**config.mk**
```make
export PLATFORM = sky130hd
export DESIGN_NAME = wb_queue
export DESIGN_NICKNAME = d
export VERILOG_FILES = /design/src/rtl/wb_pkg.sv /design/src/rtl/wb_fifo_2w1r.sv /design/src/rtl/wb_queue.sv
export SDC_FILE = /design/constraint.sdc
export NUM_CORES = 1
export LEC_CHECK = 0
export ABC_AREA = 1
export CAP_MARGIN = 20
export CORE_MARGIN = 4
export CORE_UTILIZATION = 44
export CTS_CLUSTER_DIAMETER = 40
export CTS_CLUSTER_SIZE = 10
export DETAILED_ROUTE_END_ITERATION = 8
export DONT_BUFFER_PORTS = 1
export SYNTH_ARGS = -nofsm -noshare
export SYNTH_HDL_FRONTEND = slang
export SYNTH_SLANG_ARGS = --single-unit
export TNS_END_PERCENT = 30
```
**constraint.sdc**
```tcl
create_clock -name clock -period 10.31 [get_ports clock]
set_input_delay 3.093 -clock clock [delete_from_list [all_inputs] [get_ports clock]]
set_output_delay 3.093 -clock clock [all_outputs]
set_load 0.01 [all_outputs]
```
**src/rtl/wb_pkg.sv**
```systemverilog
// Shared types and defaults for the writeback queue.
package wb_pkg;
  localparam int DATA_W_DFLT = 64;
  localparam int ADDR_W_DFLT = 4;
  localparam int NUM_REGS    = 2**ADDR_W_DFLT;

  typedef struct packed {
    logic [ADDR_W_DFLT-1:0] addr;
    logic [DATA_W_DFLT-1:0] data;
  } wb_entry_t;

  function automatic logic [NUM_REGS-1:0] onehot(input logic [ADDR_W_DFLT-1:0] a);
    logic [NUM_REGS-1:0] v;
    v    = '0;
    v[a] = 1'b1;
    return v;
  endfunction
endpackage

```
**src/rtl/wb_fifo_2w1r.sv**
```systemverilog
// In-order entry storage: up to two writes and one read per cycle.
// Port 0 is written ahead of port 1 when both are active.
module wb_fifo_2w1r #(
  parameter  int DEPTH = 4,
  parameter  int AW    = 4,
  parameter  int DW    = 64,
  localparam int PW    = $clog2(DEPTH),
  localparam int CW    = PW + 1
) (
  input  logic                     gclk,
  input  logic                     grst_n,
  input  logic                     i_we0,
  input  logic [AW-1:0]            i_addr0,
  input  logic [DW-1:0]            i_data0,
  input  logic                     i_we1,
  input  logic [AW-1:0]            i_addr1,
  input  logic [DW-1:0]            i_data1,
  input  logic                     i_pop,
  output logic [AW-1:0]            o_head_addr,
  output logic [DW-1:0]            o_head_data,
  output logic [CW-1:0]            o_count,
  output logic [DEPTH-1:0][AW-1:0] o_slot_addr,
  output logic [DEPTH-1:0]         o_slot_vld
);
  typedef struct packed {
    logic [AW-1:0] addr;
    logic [DW-1:0] data;
  } ent_t;

  ent_t          r_mem [DEPTH];
  logic [PW-1:0] r_wr_ptr, r_rd_ptr, w_wr_ptr1;
  logic [CW-1:0] r_count;
  logic [1:0]    w_nwr;
  logic          w_pop;

  assign w_nwr     = {1'b0, i_we0} + {1'b0, i_we1};
  assign w_pop     = i_pop & (r_count != '0);
  assign w_wr_ptr1 = r_wr_ptr + 1'b1;

  // Storage is deliberately not reset; occupancy alone decides validity.
  always_ff @(posedge gclk) begin
    if (i_we0 | i_we1)
      r_mem[r_wr_ptr] <= i_we0 ? ent_t'({i_addr0, i_data0}) : ent_t'({i_addr1, i_data1});
    if (i_we0 & i_we1)
      r_mem[w_wr_ptr1] <= ent_t'({i_addr1, i_data1});
  end

  always_ff @(posedge gclk or negedge grst_n) begin
    if (!grst_n) begin
      r_wr_ptr <= '0;
      r_rd_ptr <= '0;
      r_count  <= '0;
    end else begin
      r_wr_ptr <= r_wr_ptr + PW'(w_nwr);
      r_rd_ptr <= r_rd_ptr + PW'(w_pop);
      r_count  <= r_count + CW'(w_nwr) - CW'(w_pop);
    end
  end

  assign o_head_addr = r_mem[r_rd_ptr].addr;
  assign o_head_data = r_mem[r_rd_ptr].data;
  assign o_count     = r_count;

  // A slot is live when its distance from the read pointer is below occupancy.
  always_comb begin
    for (int i = 0; i < DEPTH; i++) begin
      o_slot_addr[i] = r_mem[i].addr;
      o_slot_vld[i]  = ({1'b0, PW'(i) - r_rd_ptr} < r_count);
    end
  end
endmodule

```
**src/rtl/wb_queue.sv**
```systemverilog
// Writeback queue merging load/ALU results into the register-file write port.
// Optional same-cycle load bypass when empty: define WB_BYPASS_EN.
module wb_queue
  import wb_pkg::*;
#(
  parameter  int DEPTH  = 4,
  parameter  int DATA_W = DATA_W_DFLT,
  parameter  int ADDR_W = ADDR_W_DFLT,
  localparam int NREG   = 2**ADDR_W,
  localparam int CW     = $clog2(DEPTH) + 1
) (
  input  logic              clock,
  input  logic              reset_in,
  input  logic              clock_enable,
  input  logic              mmu_ready,
  input  logic              ld_valid,
  output logic              ld_ready,
  input  logic [ADDR_W-1:0] ld_addr,
  input  logic [DATA_W-1:0] ld_data,
  input  logic              alu_valid,
  output logic              alu_ready,
  input  logic [ADDR_W-1:0] alu_addr,
  input  logic [DATA_W-1:0] alu_data,
  output logic [ADDR_W-1:0] regD_addr,
  output logic [DATA_W-1:0] regD_data,
  output logic              reg_write_en,
  output logic [NREG-1:0]   pending_mask,
  output logic [CW-1:0]     count
);
  logic [CW-1:0]                w_count;
  logic [ADDR_W-1:0]            w_head_addr;
  logic [DATA_W-1:0]            w_head_data;
  logic [DEPTH-1:0][ADDR_W-1:0] w_slot_addr;
  logic [DEPTH-1:0]             w_slot_vld;
  logic [NREG-1:0]              w_mask;
  logic w_ld_xfer, w_alu_xfer, w_ld_push, w_alu_push, w_pop, w_bypass, w_nempty;

  // Readiness looks only at registered occupancy, never at this cycle's pop.
  assign ld_ready   = (w_count != CW'(DEPTH));
  assign alu_ready  = (w_count <= CW'(DEPTH - 2)) | (ld_ready & ~ld_valid);

  assign w_ld_xfer  = clock_enable & ld_valid & ld_ready;
  assign w_alu_xfer = clock_enable & alu_valid & alu_ready;
  assign w_nempty   = (w_count != '0);
  assign w_pop      = clock_enable & mmu_ready;

`ifdef WB_BYPASS_EN
  assign w_bypass     = ~w_nempty & clock_enable & mmu_ready & ld_valid & (|ld_addr);
  assign regD_addr    = w_bypass ? ld_addr : w_head_addr;
  assign regD_data    = w_bypass ? ld_data : w_head_data;
  assign reg_write_en = w_bypass | w_nempty;
`else
  assign w_bypass     = 1'b0;
  assign regD_addr    = w_head_addr;
  assign regD_data    = w_head_data;
  assign reg_write_en = w_nempty;
`endif

  // Register 0 is hardwired: accept the handshake but drop the result.
  assign w_ld_push  = w_ld_xfer & (|ld_addr) & ~w_bypass;
  assign w_alu_push = w_alu_xfer & (|alu_addr);

  wb_fifo_2w1r #(.DEPTH(DEPTH), .AW(ADDR_W), .DW(DATA_W)) u_fifo (
    .gclk        (clock),
    .grst_n      (reset_in),
    .i_we0       (w_ld_push),
    .i_addr0     (ld_addr),
    .i_data0     (ld_data),
    .i_we1       (w_alu_push),
    .i_addr1     (alu_addr),
    .i_data1     (alu_data),
    .i_pop       (w_pop),
    .o_head_addr (w_head_addr),
    .o_head_data (w_head_data),
    .o_count     (w_count),
    .o_slot_addr (w_slot_addr),
    .o_slot_vld  (w_slot_vld)
  );

  always_comb begin
    w_mask = '0;
    for (int i = 0; i < DEPTH; i++)
      if (w_slot_vld[i]) w_mask[w_slot_addr[i]] = 1'b1;
  end

  assign pending_mask = w_mask;
  assign count        = w_count;
endmodule

```
==> metrics.cfg, run 1 <==
[sta]
period_share = 0.640
rsz0062_at_grt = no
setup_violations = 0
fin_skew_ns = 0.0180
final.min_clock_period_ns = 6.60
tns_ns = 0
relSlewSlack = 0.297
hold_viol = 0
timing.fmax_ghz = 0.152
maxSlewViolCount = 0
tightestPinTransition_ns = 1.05

[global_route]
grt_max_degree = 70
antenna_found_initial = 0
use_met1 = 0.358
grt_usage = 0.269
grtUsageMet3 = 0.0609
first_global_vias = 13927
grt.overflow.total = 0
grt_pass1_wl_mm = 82.8
met2_usage = 0.447
top_usage_layer = met2

[critical_path]
reg2reg_depth = 11
cp_max_fo = 2
worstSetupEndpointType = output pin
worst_setup_path_start_kind = primary input
arrival_ns = 3.50
r2r_end = u_fifo.r_mem[3][65]
r2r_setup_slack_ns = 6.10
r2r_start = u_fifo.o_count[0]
critical_path_class = in -> out
worstPathRequired_ns = 7.22

[clock_network]
h-tree-depth = 2
post_cts_resized = 0
root_buffer = clkbuf_16
cts_tree = yes
clockBufferDepth = 3
hold_buffers = 0
clk_pin_slew_ns = 0.05
clkSinkCount = 279
cts_buffers = 49
clkLatencyLatePin_ns = 0.56
cts_setup_buffers = 0

[drt]
vias_per_cell = 5.86
initialDrtViolationCount = 1338
drtPass1Iterations = 5
drt_wl_total_mm = 55.7
vias = 14607
drc = 0
antenna_left = 0
routedWlPerCell_um = 22.3

[finish]
syn_to_final_growth_pct = 13.0
n_antenna_cell = 0
final_area_um2 = 18300
drive_gt1_frac = 0.0642
fin_nets = 2139

[yosys]
syn_area_um2 = 16200
synth_seq_cells = 279
synthXorXnorAreaFrac = 0.00270
avgSynthCellArea_um2 = 7.98
ys_seq_area_frac = 0.515
synth_top_cells_by_count = 804 x nand2_1, 379 x nand3_1, 272 x edfxtp_1
synth-async-reset-ratio = 0.0251
ys_top_cells_by_area = edfxtp_1 50%, nand2_1 19%, nand3_1 12%, nand4_1 4.2%, inv_1 4.0%
synth_nets = 2185
synth_cell_types = 29
synthSimpleGateAreaFrac = 0.364
synth-edff-count = 272
synth_fa_ha_area_frac = 0.00973
synth_mux_area_frac = 0
synth_most_common_cell = nand2_1
synth_compound_area_frac = 0.0317
ys.flop_type = edfxtp_1
synth_top_family_by_area = simple AND/OR/NAND/NOR gates
synth_area_leader_cell = edfxtp_1
synth_top_area_frac = 0.504
synth_cells = 2031
yosysWarnings = 0

[place]
numPortBuffers = 0
dp_hpwl_mm = 32.2
gp_congestion = 0.887
placed_cell_area_um2 = 16500

[die]
io-pin-count = 232
rows = 70
die_x_um = 200
core_area_um2 = 36400
die_h_um = 200
die-area_um2 = 39900
start_util = 0.445

[pwr]
power.leakage_nw = 7.96
vdd_drop_max_mv = 0.200
power.density_nw_per_um2 = 267

[worst_hold_path]
hold_class = reg -> reg
min_path_cells = 1
hold_end = u_fifo.r_rd_ptr[0]
hp-start = u_fifo.r_rd_ptr[0]

[job]
cap_violations = 0

[run_status]
outcome = finished, final reports clean

## stage by stage
stage,util,cells,power [mW],worst slack [ns],hold slack [ns]
2_1_floorplan,-,2031,2.71,0.911,0.561
3_3_place_gp,0.452,2399,3.16,3.01,0.652
3_5_place_dp,0.453,2400,3.19,3.02,0.676
4_1_cts,0.501,2491,4.91,3.61,0.688
5_1_grt,0.502,2493,5.13,3.59,0.716
6_report,0.502,2493,4.88,3.71,0.687
## routing by layer
metal | wire, µm | part of all wire
met2 | 26600 | 0.48
met1 | 22400 | 0.40
met4 | 1350 | 0.024
met5 | 0 | 0
met3 | 5380 | 0.097
## cell usage in the layout (no fill, tap or decap), types with 2 or more instances in the layout
master,count
dfrtp_1,7
nand3_4,3
clkinv_4,2
bufinv_16,9
inv_2,9
clkbuf_16,51
o211ai_1,4
o31ai_4,3
edfxtp_1,272
inv_6,4
nor2_4,3
clkinv_2,8
a22oi_1,60
clkbuf_8,2
xor2_1,3
buf_12,2
xnor2_1,2
nor2_1,65
clkinv_1,4
clkinvlp_4,6
nand4_1,108
nand2_2,2
nand3_1,377
ha_1,11
nand2_1,803
clkbuf_1,5
buf_4,22
inv_1,169
## worst max-delay path by stage
stage | startpoint | end | slack, ns | depth (start not counted)
6_report | ld_valid | alu_ready | 3.71 | 3
5_1_grt | ld_addr[3] | u_fifo.r_mem[3][26] | 3.59 | 12
4_1_cts | ld_valid | u_fifo.r_mem[1][59] | 3.61 | 12
3_5_place_dp | ld_valid | u_fifo.r_mem[1][56] | 3.02 | 12
3_3_place_gp | ld_valid | u_fifo.r_mem[0][32] | 3.01 | 8
2_1_floorplan | ld_valid | u_fifo.r_mem[1][0] | 0.91 | 6
## flip-flops by register name, summed over array words and instances, names as in the netlist
name,cells
u_fifo.r_mem,272
u_fifo.o_count,3
u_fifo.r_rd_ptr,2
u_fifo.r_wr_ptr,2
## layout make-up
type | count | area, µm²
Fill cell | 3484 | 18100
Inverter | 178 | 668
Multi-Input combinational cell | 1452 | 6720
Sequential cell | 279 | 8340
Timing Repair Buffer | 25 | 233
Clock buffer | 58 | 1320
Clock inverter | 33 | 423
Tap cell | 468 | 586
## report_power, final
part	switching, mW	total (mW)	internal (mW)
Combinational	1.19	1.55	0.353
Sequential	0.0898	1.62	1.53
Clock	0.578	1.72	1.14
## cell families after synthesis
| group | count (synthesis) |
|---|---|
| flip-flops | 279 |
| XOR/XNOR | 5 |
| AO/OA/AOI/OAI | 69 |
| adder cells (fa/ha/maj) | 12 |
| buffers and inverters | 300 |
| AND/OR/NAND/NOR | 1366 |
## critical path: stages
cell and delay [ns]:
nor2_1 0.03, nor2_1 0.21, inv_1 0.17
Note: power is estimated with default switching activity, not from simulation.
==> inputs of run 2 (changes only) <==
==> constraint.sdc (replaced) <==
create_clock -name clock -period 5.96 [get_ports clock]
set_input_delay 1.788 -clock clock [delete_from_list [all_inputs] [get_ports clock]]
set_output_delay 1.788 -clock clock [all_outputs]
set_load 0.01 [all_outputs]
==> run 2 against run 1 <==
Flip-flop and latch count stayed put. Core utilization is 0.68 points lower. Hold slack worse by 0.044 ns. Global-route usage is 0.55 points lower. Via count is 1.3% lower. Clock power is 55% higher. Power is 67% higher. Sequential power is 72% higher. Highest routed layer unchanged. Critical path type is now reg -> out. Clock-buffer cell count is 11 lower. Non-clock buffer count is 1 higher.
==> metrics.cfg, run 2 (synthesis results as in run 1) <==
[run_status]
outcome = finished, final reports clean

[global_route]
grt_max_degree = 69
grt_pass1_wl_mm = 81.3
first_global_vias = 13778
grt_usage = 0.264
antenna_found_initial = 0
grt.overflow.total = 0

[finish]
drive_gt1_frac = 0.0586
layout.cells.non_filler = 2482
fin_nets = 2135
largest_register_ffs = 272
fill_cells = 3487
multi_input_area_um2 = 6730
layout.cells.most_common = nand2_1
final_area_um2 = 18000
max_flop_register = u_fifo.r_mem
syn_to_final_growth_pct = 11.4
regArea_um2 = 8340
final_cell_mix = 803 x nand2_1, 377 x nand3_1, 272 x edfxtp_1, 169 x inv_1, 108 x nand4_1

[clock_network]
clkSinkCount = 279
clk_pin_slew_ns = 0.05
h-tree-depth = 2
cts_buffers = 44
root_buffer = clkbuf_16
cts_setup_buffers = 0
clkLatencyLatePin_ns = 0.53
cts_tree = yes
post_cts_resized = 0
hold_buffers = 0
clockBufferDepth = 3

[critical_path]
slowest_stage = nand3_1
worstPathRequired_ns = 4.17
critPathBufInv = 3
cp_top_family = simple AND/OR/NAND/NOR gates
worst_setup_path_start_kind = register
critical_path_class = reg -> out
cp_max_fo = 16
path_cells = inv_1 > nand2_1 > inv_2 > nor2_1 > inv_1 > ha_1 > nand3_1 > nand3_1 > nand4_1
worstSetupEndpointType = output pin
arrival_ns = 2.83
cpPeakStageDelay_ns = 0.47

[sta]
timing.fmax_ghz = 0.216
maxSlewViolCount = 0
rsz0062_at_grt = no
fin_skew_ns = 0.00980
hold_viol = 0
final.min_clock_period_ns = 4.62
setup_violations = 0
relSlewSlack = 0.261
hold_slack_ns = 0.643
period_share = 0.775
tightestPinTransition_ns = 1.10
setup_ws_ns = 1.34

[place]
preCtsSetupSlack_ns = 1.06
gp_congestion = 0.836
placed_cell_area_um2 = 16500
dpl.cell_count = 2403
numPortBuffers = 0
dp_hpwl_mm = 32.1

[die]
rows = 70
die_x_um = 200
die-area_um2 = 39900
die_h_um = 200
core_area_um2 = 36400
start_util = 0.445
io-pin-count = 232

[pwr]
power.density_nw_per_um2 = 451
power.leakage_nw = 7.85
finalPower_mw = 8.14
vdd_drop_max_mv = 0.215

[drt]
vias = 14412
drt_wl_total_mm = 54.6
vias_per_cell = 5.81
drtPass1Iterations = 5
antenna_left = 0
drc = 0
routedWlPerCell_um = 22.0
initialDrtViolationCount = 1232

[worst_hold_path]
hold_class = reg -> reg

[job]
cap_violations = 0

run 2: worst paths after layout:
kind | start | endpoint | slack [ns] | depth (start not counted)
max | u_fifo.r_rd_ptr[0] | pending_mask[11] | 1.34 | 9
min | u_fifo.r_rd_ptr[0] | u_fifo.r_rd_ptr[0] | 0.64 | 1
max reg2reg | u_fifo.o_count[0] | u_fifo.r_mem[3][53] | 1.94 | 8
min reg2reg | u_fifo.r_rd_ptr[0] | u_fifo.r_rd_ptr[0] | 0.64 | 1
max in group asynchronous | reset_in | u_fifo.r_rd_ptr[1] | 4.94 | 0
min in group asynchronous | reset_in | u_fifo.o_count[2] | 0.94 | 0
run 2: report_power, final:
part	total [mW]	switching (mW)	internal, mW
clock	2.67	0.932	1.74
combinational	2.68	2.07	0.603
sequential	2.79	0.152	2.64
run 2: worst reg2reg max path: cells and delay by family (launching register included):
kind,cells,cell delay (ns)
simple gates,4,1.26
buf+inv,2,0.80
compound gates,1,0.64
flops,1,0.52
fa+ha+maj,1,0.39
run 2: stage by stage:
step / util / TNS [ns]
4_1_cts: 0.495 / 0
3_5_place_dp: 0.454 / 0
3_3_place_gp: 0.454 / 0
5_1_grt: 0.495 / 0
6_report: 0.495 / 0
2_1_floorplan: - / -133.21
run 2: layout make-up:
| cell class | count | area share |
|---|---|---|
| Sequential cell | 279 | 0.462 |
| Multi-Input combinational cell | 1452 | 0.373 |
| Antenna cell | 1 | 0.000139 |
| Clock buffer | 47 | 0.0616 |
| Timing Repair Buffer | 26 | 0.0108 |
| Clock inverter | 31 | 0.0227 |
| Tap cell | 468 | 0.0324 |
| Inverter | 178 | 0.0370 |
run 2: metal layers:
layer / wire, µm / GRT usage
met4: 1180 / 0.0692
met2: 25500 / 0.427
met1: 22200 / 0.356
met5: 0 / 0
met3: 5710 / 0.0681
